`src/rtl/mem_multiport_pkg.sv`:
```
// mem_multiport_pkg: shared sizing helpers for the multi-port register file.
package mem_multiport_pkg;

   function automatic int lanes(input int width);
      return width / 8;
   endfunction

   function automatic int addr_bits(input int depth);
      return depth > 1 ? $clog2(depth) : 1;
   endfunction

endpackage

```
`src/rtl/mem_lane_merge.sv`:
```
// mem_lane_merge: priority merge of all write ports onto one address, per byte lane.
module mem_lane_merge
   import mem_multiport_pkg::*;
#(
   parameter int WIDTH       = 32,
   parameter int WRITE_PORTS = 2,
   parameter int AW          = 5
) (
   input  logic [AW-1:0]                               addr,
   input  logic [WRITE_PORTS-1:0]                      we,
   input  logic [WRITE_PORTS-1:0][AW-1:0]              waddr,
   input  logic [WRITE_PORTS-1:0][lanes(WIDTH)-1:0]    wstrb,
   input  logic [WRITE_PORTS-1:0][WIDTH-1:0]           wdata,
   output logic [lanes(WIDTH)-1:0]                     hit,
   output logic [WIDTH-1:0]                            data,
   output logic                                        collide
);
   localparam int L = lanes(WIDTH);

   // Ascending scan: a later (higher-index) port overwrites, so it wins the lane.
   always_comb begin
      hit     = '0;
      data    = '0;
      collide = 1'b0;
      for (int p = 0; p < WRITE_PORTS; p++)
         for (int l = 0; l < L; l++)
            if (we[p] && waddr[p] == addr && wstrb[p][l]) begin
               collide          = collide | hit[l];
               hit[l]           = 1'b1;
               data[8*l +: 8]   = wdata[p][8*l +: 8];
            end
   end

endmodule

```
`src/rtl/mem_multiport.sv`:
```
// mem_multiport: multi-write/multi-read register file with byte strobes,
// lane-written tracking, optional bypass and 0/1-cycle read latency.
module mem_multiport
   import mem_multiport_pkg::*;
#(
   parameter int WIDTH        = 32,
   parameter int DEPTH        = 32,
   parameter int READ_PORTS   = 2,
   parameter int WRITE_PORTS  = 2,
   parameter int READ_LATENCY = 0,
   parameter int BYPASS_EN    = 0
) (
   input  logic                                           clock,
   input  logic                                           reset,
   input  logic [READ_PORTS-1:0]                          re,
   input  logic [READ_PORTS-1:0][addr_bits(DEPTH)-1:0]    raddr,
   output logic [READ_PORTS-1:0][WIDTH-1:0]               rdata,
   output logic [READ_PORTS-1:0]                          rvalid,
   output logic [READ_PORTS-1:0]                          runinit,
   input  logic [WRITE_PORTS-1:0]                         we,
   input  logic [WRITE_PORTS-1:0][addr_bits(DEPTH)-1:0]   waddr,
   input  logic [WRITE_PORTS-1:0][lanes(WIDTH)-1:0]       wstrb,
   input  logic [WRITE_PORTS-1:0][WIDTH-1:0]              wdata,
   output logic                                           wcollide
);
   localparam int L  = lanes(WIDTH);
   localparam int AW = addr_bits(DEPTH);

   logic [DEPTH-1:0][WIDTH-1:0]      mem, wdat;
   logic [DEPTH-1:0][L-1:0]          lw, whit;
   logic [DEPTH-1:0]                 wcol;
   logic [READ_PORTS-1:0][L-1:0]     bhit;
   logic [READ_PORTS-1:0][WIDTH-1:0] bdat;
   logic [READ_PORTS-1:0][WIDTH-1:0] pre_data;
   logic [READ_PORTS-1:0]            pre_v, pre_u;

   // Only in-range entries get a merger, so out-of-range writes vanish naturally.
   for (genvar e = 0; e < DEPTH; e++) begin : g_entry
      mem_lane_merge #(.WIDTH(WIDTH), .WRITE_PORTS(WRITE_PORTS), .AW(AW)) u_merge (
         .addr(AW'(e)), .we(we), .waddr(waddr), .wstrb(wstrb), .wdata(wdata),
         .hit(whit[e]), .data(wdat[e]), .collide(wcol[e])
      );
   end

   always_ff @(posedge clock) begin
      if (reset) begin
         mem      <= '0;
         lw       <= '0;
         wcollide <= 1'b0;
      end else begin
         for (int e = 0; e < DEPTH; e++)
            for (int l = 0; l < L; l++)
               if (whit[e][l]) begin
                  mem[e][8*l +: 8] <= wdat[e][8*l +: 8];
                  lw[e][l]         <= 1'b1;
               end
         wcollide <= |wcol;
      end
   end

   if (BYPASS_EN != 0) begin : g_byp
      for (genvar r = 0; r < READ_PORTS; r++) begin : g_port
         mem_lane_merge #(.WIDTH(WIDTH), .WRITE_PORTS(WRITE_PORTS), .AW(AW)) u_merge (
            .addr(raddr[r]), .we(we), .waddr(waddr), .wstrb(wstrb), .wdata(wdata),
            .hit(bhit[r]), .data(bdat[r]), .collide()
         );
      end
   end else begin : g_nobyp
      assign bhit = '0;
      assign bdat = '0;
   end

   always_comb begin
      logic [WIDTH-1:0] ent;
      logic [L-1:0]     wr;
      pre_data = '0;
      pre_v    = '0;
      pre_u    = '0;
      ent      = '0;
      wr       = '0;
      for (int r = 0; r < READ_PORTS; r++) begin
         ent = '0;
         wr  = '0;
         if ({1'b0, raddr[r]} < (AW+1)'(DEPTH)) begin
            ent = mem[raddr[r]];
            wr  = lw[raddr[r]];
            for (int l = 0; l < L; l++)
               if (bhit[r][l]) begin
                  ent[8*l +: 8] = bdat[r][8*l +: 8];
                  wr[l]         = 1'b1;
               end
         end
         pre_data[r] = re[r] ? ent : '0;
         pre_v[r]    = re[r];
         pre_u[r]    = re[r] && !(&wr);
      end
   end

   if (READ_LATENCY == 1) begin : g_reg
      always_ff @(posedge clock) begin
         if (reset) begin
            rdata   <= '0;
            rvalid  <= '0;
            runinit <= '0;
         end else begin
            rdata   <= pre_data;
            rvalid  <= pre_v;
            runinit <= pre_u;
         end
      end
   end else begin : g_comb
      assign rdata   = pre_data;
      assign rvalid  = pre_v;
      assign runinit = pre_u;
   end

endmodule

```
`config.mk`:
```
export PLATFORM = sky130hd
export DESIGN_NAME = mem_multiport
export DESIGN_NICKNAME = d
export VERILOG_FILES = /design/src/rtl/mem_multiport_pkg.sv /design/src/rtl/mem_lane_merge.sv /design/src/rtl/mem_multiport.sv
export SDC_FILE = /design/constraint.sdc
export NUM_CORES = 2
export LEC_CHECK = 0
export CAP_MARGIN = 20
export CORE_ASPECT_RATIO = 1.2
export CORE_MARGIN = 1.5
export CORE_UTILIZATION = 30
export CTS_CLUSTER_DIAMETER = 40
export DETAILED_ROUTE_END_ITERATION = 12
export PLACE_DENSITY = 0.45
export SLEW_MARGIN = 30
export SYNTH_ARGS = -nofsm -noshare
export SYNTH_HDL_FRONTEND = slang
export SYNTH_SLANG_ARGS = --single-unit
```
`constraint.sdc`:
```
create_clock -name clock -period 7.3 [get_ports clock]
set_clock_uncertainty 0.2 [all_clocks]
set_input_delay 2.19 -clock clock [delete_from_list [all_inputs] [get_ports clock]]
set_output_delay 2.19 -clock clock [all_outputs]
set_load 0.01 [all_outputs]
```
==> impl_results.md <==
- Outcome: finished with violations
- Failing checks: setup timing
- TritonCTS clock tree: done
- Post-synth top area share: 33.5%
- WP data required: 4.91 ns
- DR WL/cell: 33.0 µm
- Max Clk Rate: 137 MHz
- Total GRT Usage: 29.8%
- Num CTS Buffers: 225
- Initial antenna violation count: 25
- Vias in the first global route: 66500
- Number of distinct library cells after synthesis: 50
- Register share of total power: 33.6%
- Slew Limit Fails: 0
- Leakage: 0.0261 µW
- Psw: 5210 µW
- DP Wirelength: 236000 µm
- Core outline area: 228000 µm²
- Fin crit period: 7.30 ns
- Clk sink count: 1153
- Total grt overflow: 0
- Mapped Cells: 7753
- Relative slew slack: 29.7%
- Gate power share: 8.6%
- Vias: 69800
- Synth cell count leaders: nor2_1, nand2_1, dfxtp_1
- Worst-Margin Slew: 1.05 ns
- Bufs on Longest Clock Path: 3
- GP Congestion: 0.954
- Initial DRC count: 8822
- First-pass GRT wire length: 507000 µm
- Leading cell type by number of instances after synthesis: nor2_1
- Setup WS post-layout: -0.000113 ns
- Clk_lat worst skew: 0.90 ns
- Clock root buffer: clkbuf_16
- Layout area overhead: 20.5%
- Worst Hold Class: flop to flop
- DRT Wirelength: 358000 µm
- Ys async rst share: 0%
- Endpoint type of the worst setup path: output pin
- Io pins: 167
- Main synth FF type: dfxtp_1
- Syn nets: 7851
- Worst-path fanout max: 14
- CP Cell Sequence: buf_12 > buf_16 > mux4_2 > mux4_2 > mux2i_2 > buf_4 > nor2b_1 > clkdlybuf4s50_1
- Slowest stage delay, CP: 0.59 ns
- Die area: 233000 µm²
- Die Y: 528 µm
- Power Density: 231 nW/µm²
- Seq/Total Area, Yosys: 33.5%
- Critical Path Most Common Cell: mux4_2
- Row count: 192
- Bufs and invs on worst path: 4
- Cell Area, Synth: 68900 µm²
- Synth top area cells: dfxtp_1, mux4_2, a311oi_1
- RSZ-0062 raised after global routing: false
- Final setup TNS: -0.000113 ns
- Hold-fix buffers, CTS: 0
- Critical path arrival: 4.91 ns
- CP max-delay cell: mux4_2
- Clk network pwr share: 57.9%
- Maxcap violations: 0
- Worst-path clk slew: 0.05 ns
- Crit Path Class: primary input to output pin
- Setup violators final: 1
- Nets@finish: 7724
- Number of synthesized flops with an enable pin: 0
- Crit share post-route: 100%
- Post-synthesis register bit count: 1153
- Area leader, netlist: dfxtp_1
- Sw Ratio: 27.1%
- Syn_area_per_cell: 8.89 µm²
- DR pass1 iterations: 6
- Number of H-tree levels: 4
- Int Pwr: 14000 µW
- Startpoint types: primary input
- # DRC: 0
- VDD IR max: 0.000241 V
- Chip width: 440 µm
- DR vias/cell: 6.44
- Initial core utilization: 30.2%
- Number of port buffers: 166
- Antenna viol nets, final: 0
- Yosys Warn Count: 0
- Fin util: 36.4%
- Pin count of the biggest net entering global routing: 172
- Layout cells sized above 1: 20.2%
- Final hold violations: 0
- Crit path max-delay family: multiplexers
cell type report:
| type | count | area (µm²) |
|---|---|---|
| Clock inverter | 144 | 1860 |
| Timing Repair Buffer | 583 | 5740 |
| Antenna cell | 14 | 35.0 |
| Multi-Input combinational cell | 5663 | 42400 |
| Sequential cell | 1153 | 23100 |
| Fill cell | 22900 | 145000 |
| Tap cell | 3007 | 3760 |
| Clock buffer | 279 | 6210 |
tightest hold or removal path: stages (launching register included):
cell	delay (ns)
dfxtp_1	0.32
nor3_1	0.05
nor2_1	0.07
per-stage QoR:
stage | total power, µW | area (µm²) | worst slack (ns) | instances | hold slack [ns]
floorplan | 7420 | 68900 | 0.833 | 7753 | 0.241
global placement | 8160 | 74800 | -0.239 | 10400 | 0.259
detailed placement | 8170 | 74800 | -0.227 | 10400 | 0.268
CTS | 19200 | 82900 | 0.000349 | 10800 | 0.280
global route | 19600 | 83000 | 0.00697 | 10800 | 0.301
finish | 19200 | 83100 | -0.000113 | 10800 | 0.279
path summary, 6_finish.rpt:
| kind | startpoint | endpoint | slack, ns | cells past startpoint |
|---|---|---|---|---|
| hold / removal | lw[98]$_SDFFE_PP0P_ | lw[98]$_SDFFE_PP0P_ | 0.28 | 2 |
| hold reg to reg | lw[98]$_SDFFE_PP0P_ | lw[98]$_SDFFE_PP0P_ | 0.28 | 2 |
| setup / recovery | raddr[5] | rdata[55] | -0.0001 | 8 |
| setup reg to reg | mem[702]$_SDFFE_PP0P_ | mem[702]$_SDFFE_PP0P_ | 6.08 | 2 |
flip-flops by register name (all words and copies together), names as in the netlist:
signal / cells
lw: 128
mem: 1024
wcollide: 1
power groups by stage:
stage | Clock, µW | Sequential (µW) | Combinational (µW)
CTS | 11200 | 6450 | 1600
global placement | 0 | 6580 | 1590
finish | 11100 | 6450 | 1640
floorplan | 0 | 6540 | 883
global route | 11500 | 6450 | 1680
detailed placement | 0 | 6580 | 1600
cells in the final DEF (no fill, tap or decap), types with 30 or more instances in the layout:
cell type        instances
a211oi_1                69
a21oi_1                 70
a311oi_1               992
buf_12                  70
buf_4                  346
bufinv_16               30
clkbuf_16              230
clkbuf_8                31
clkdlybuf4s50_1        142
clkinv_2                34
dfxtp_1               1153
mux2i_1                 92
mux4_2                 660
nand2_1               1157
nand3_1                264
nand4_1                 41
nor2_1                1233
nor2b_1                 66
nor3_1                  47
nor4_1                  62
o21ai_0                737
layer usage:
metal  global-route usage (%)  share of wire [%]  up-vias
met3                     6.23                9.5      939
met4                     17.4                6.6       14
li1                         -                  -    29300
met5                        0              0.025        -
met2                     46.9                 45     4257
met1                     37.7                 39    35300
kinds of logic (layout without fill, tap and decap cells):
family / count (synthesis) / in the layout / synth area share, %
muxes: 758 / 758 / 23.0
other: 0 / 14 / 0
buffers and inverters: 937 / 1006 / 5.44
and+or+nand+nor: 2991 / 2991 / 18.3
DFF: 1153 / 1153 / 33.5
AOI/OAI and AO/OA: 1914 / 1914 / 19.8
what timing repair did:
| item | 4_1_cts | 5_1_grt |
|---|---|---|
| gates resized for setup | 10 | 6 |
| buffers inserted | 3 | 0 |
| endpoints found under the setup margin | 4 | 8 |
| cloned | 0 | 2 |
No activity file was read; power rests on OpenSTA's default activity.
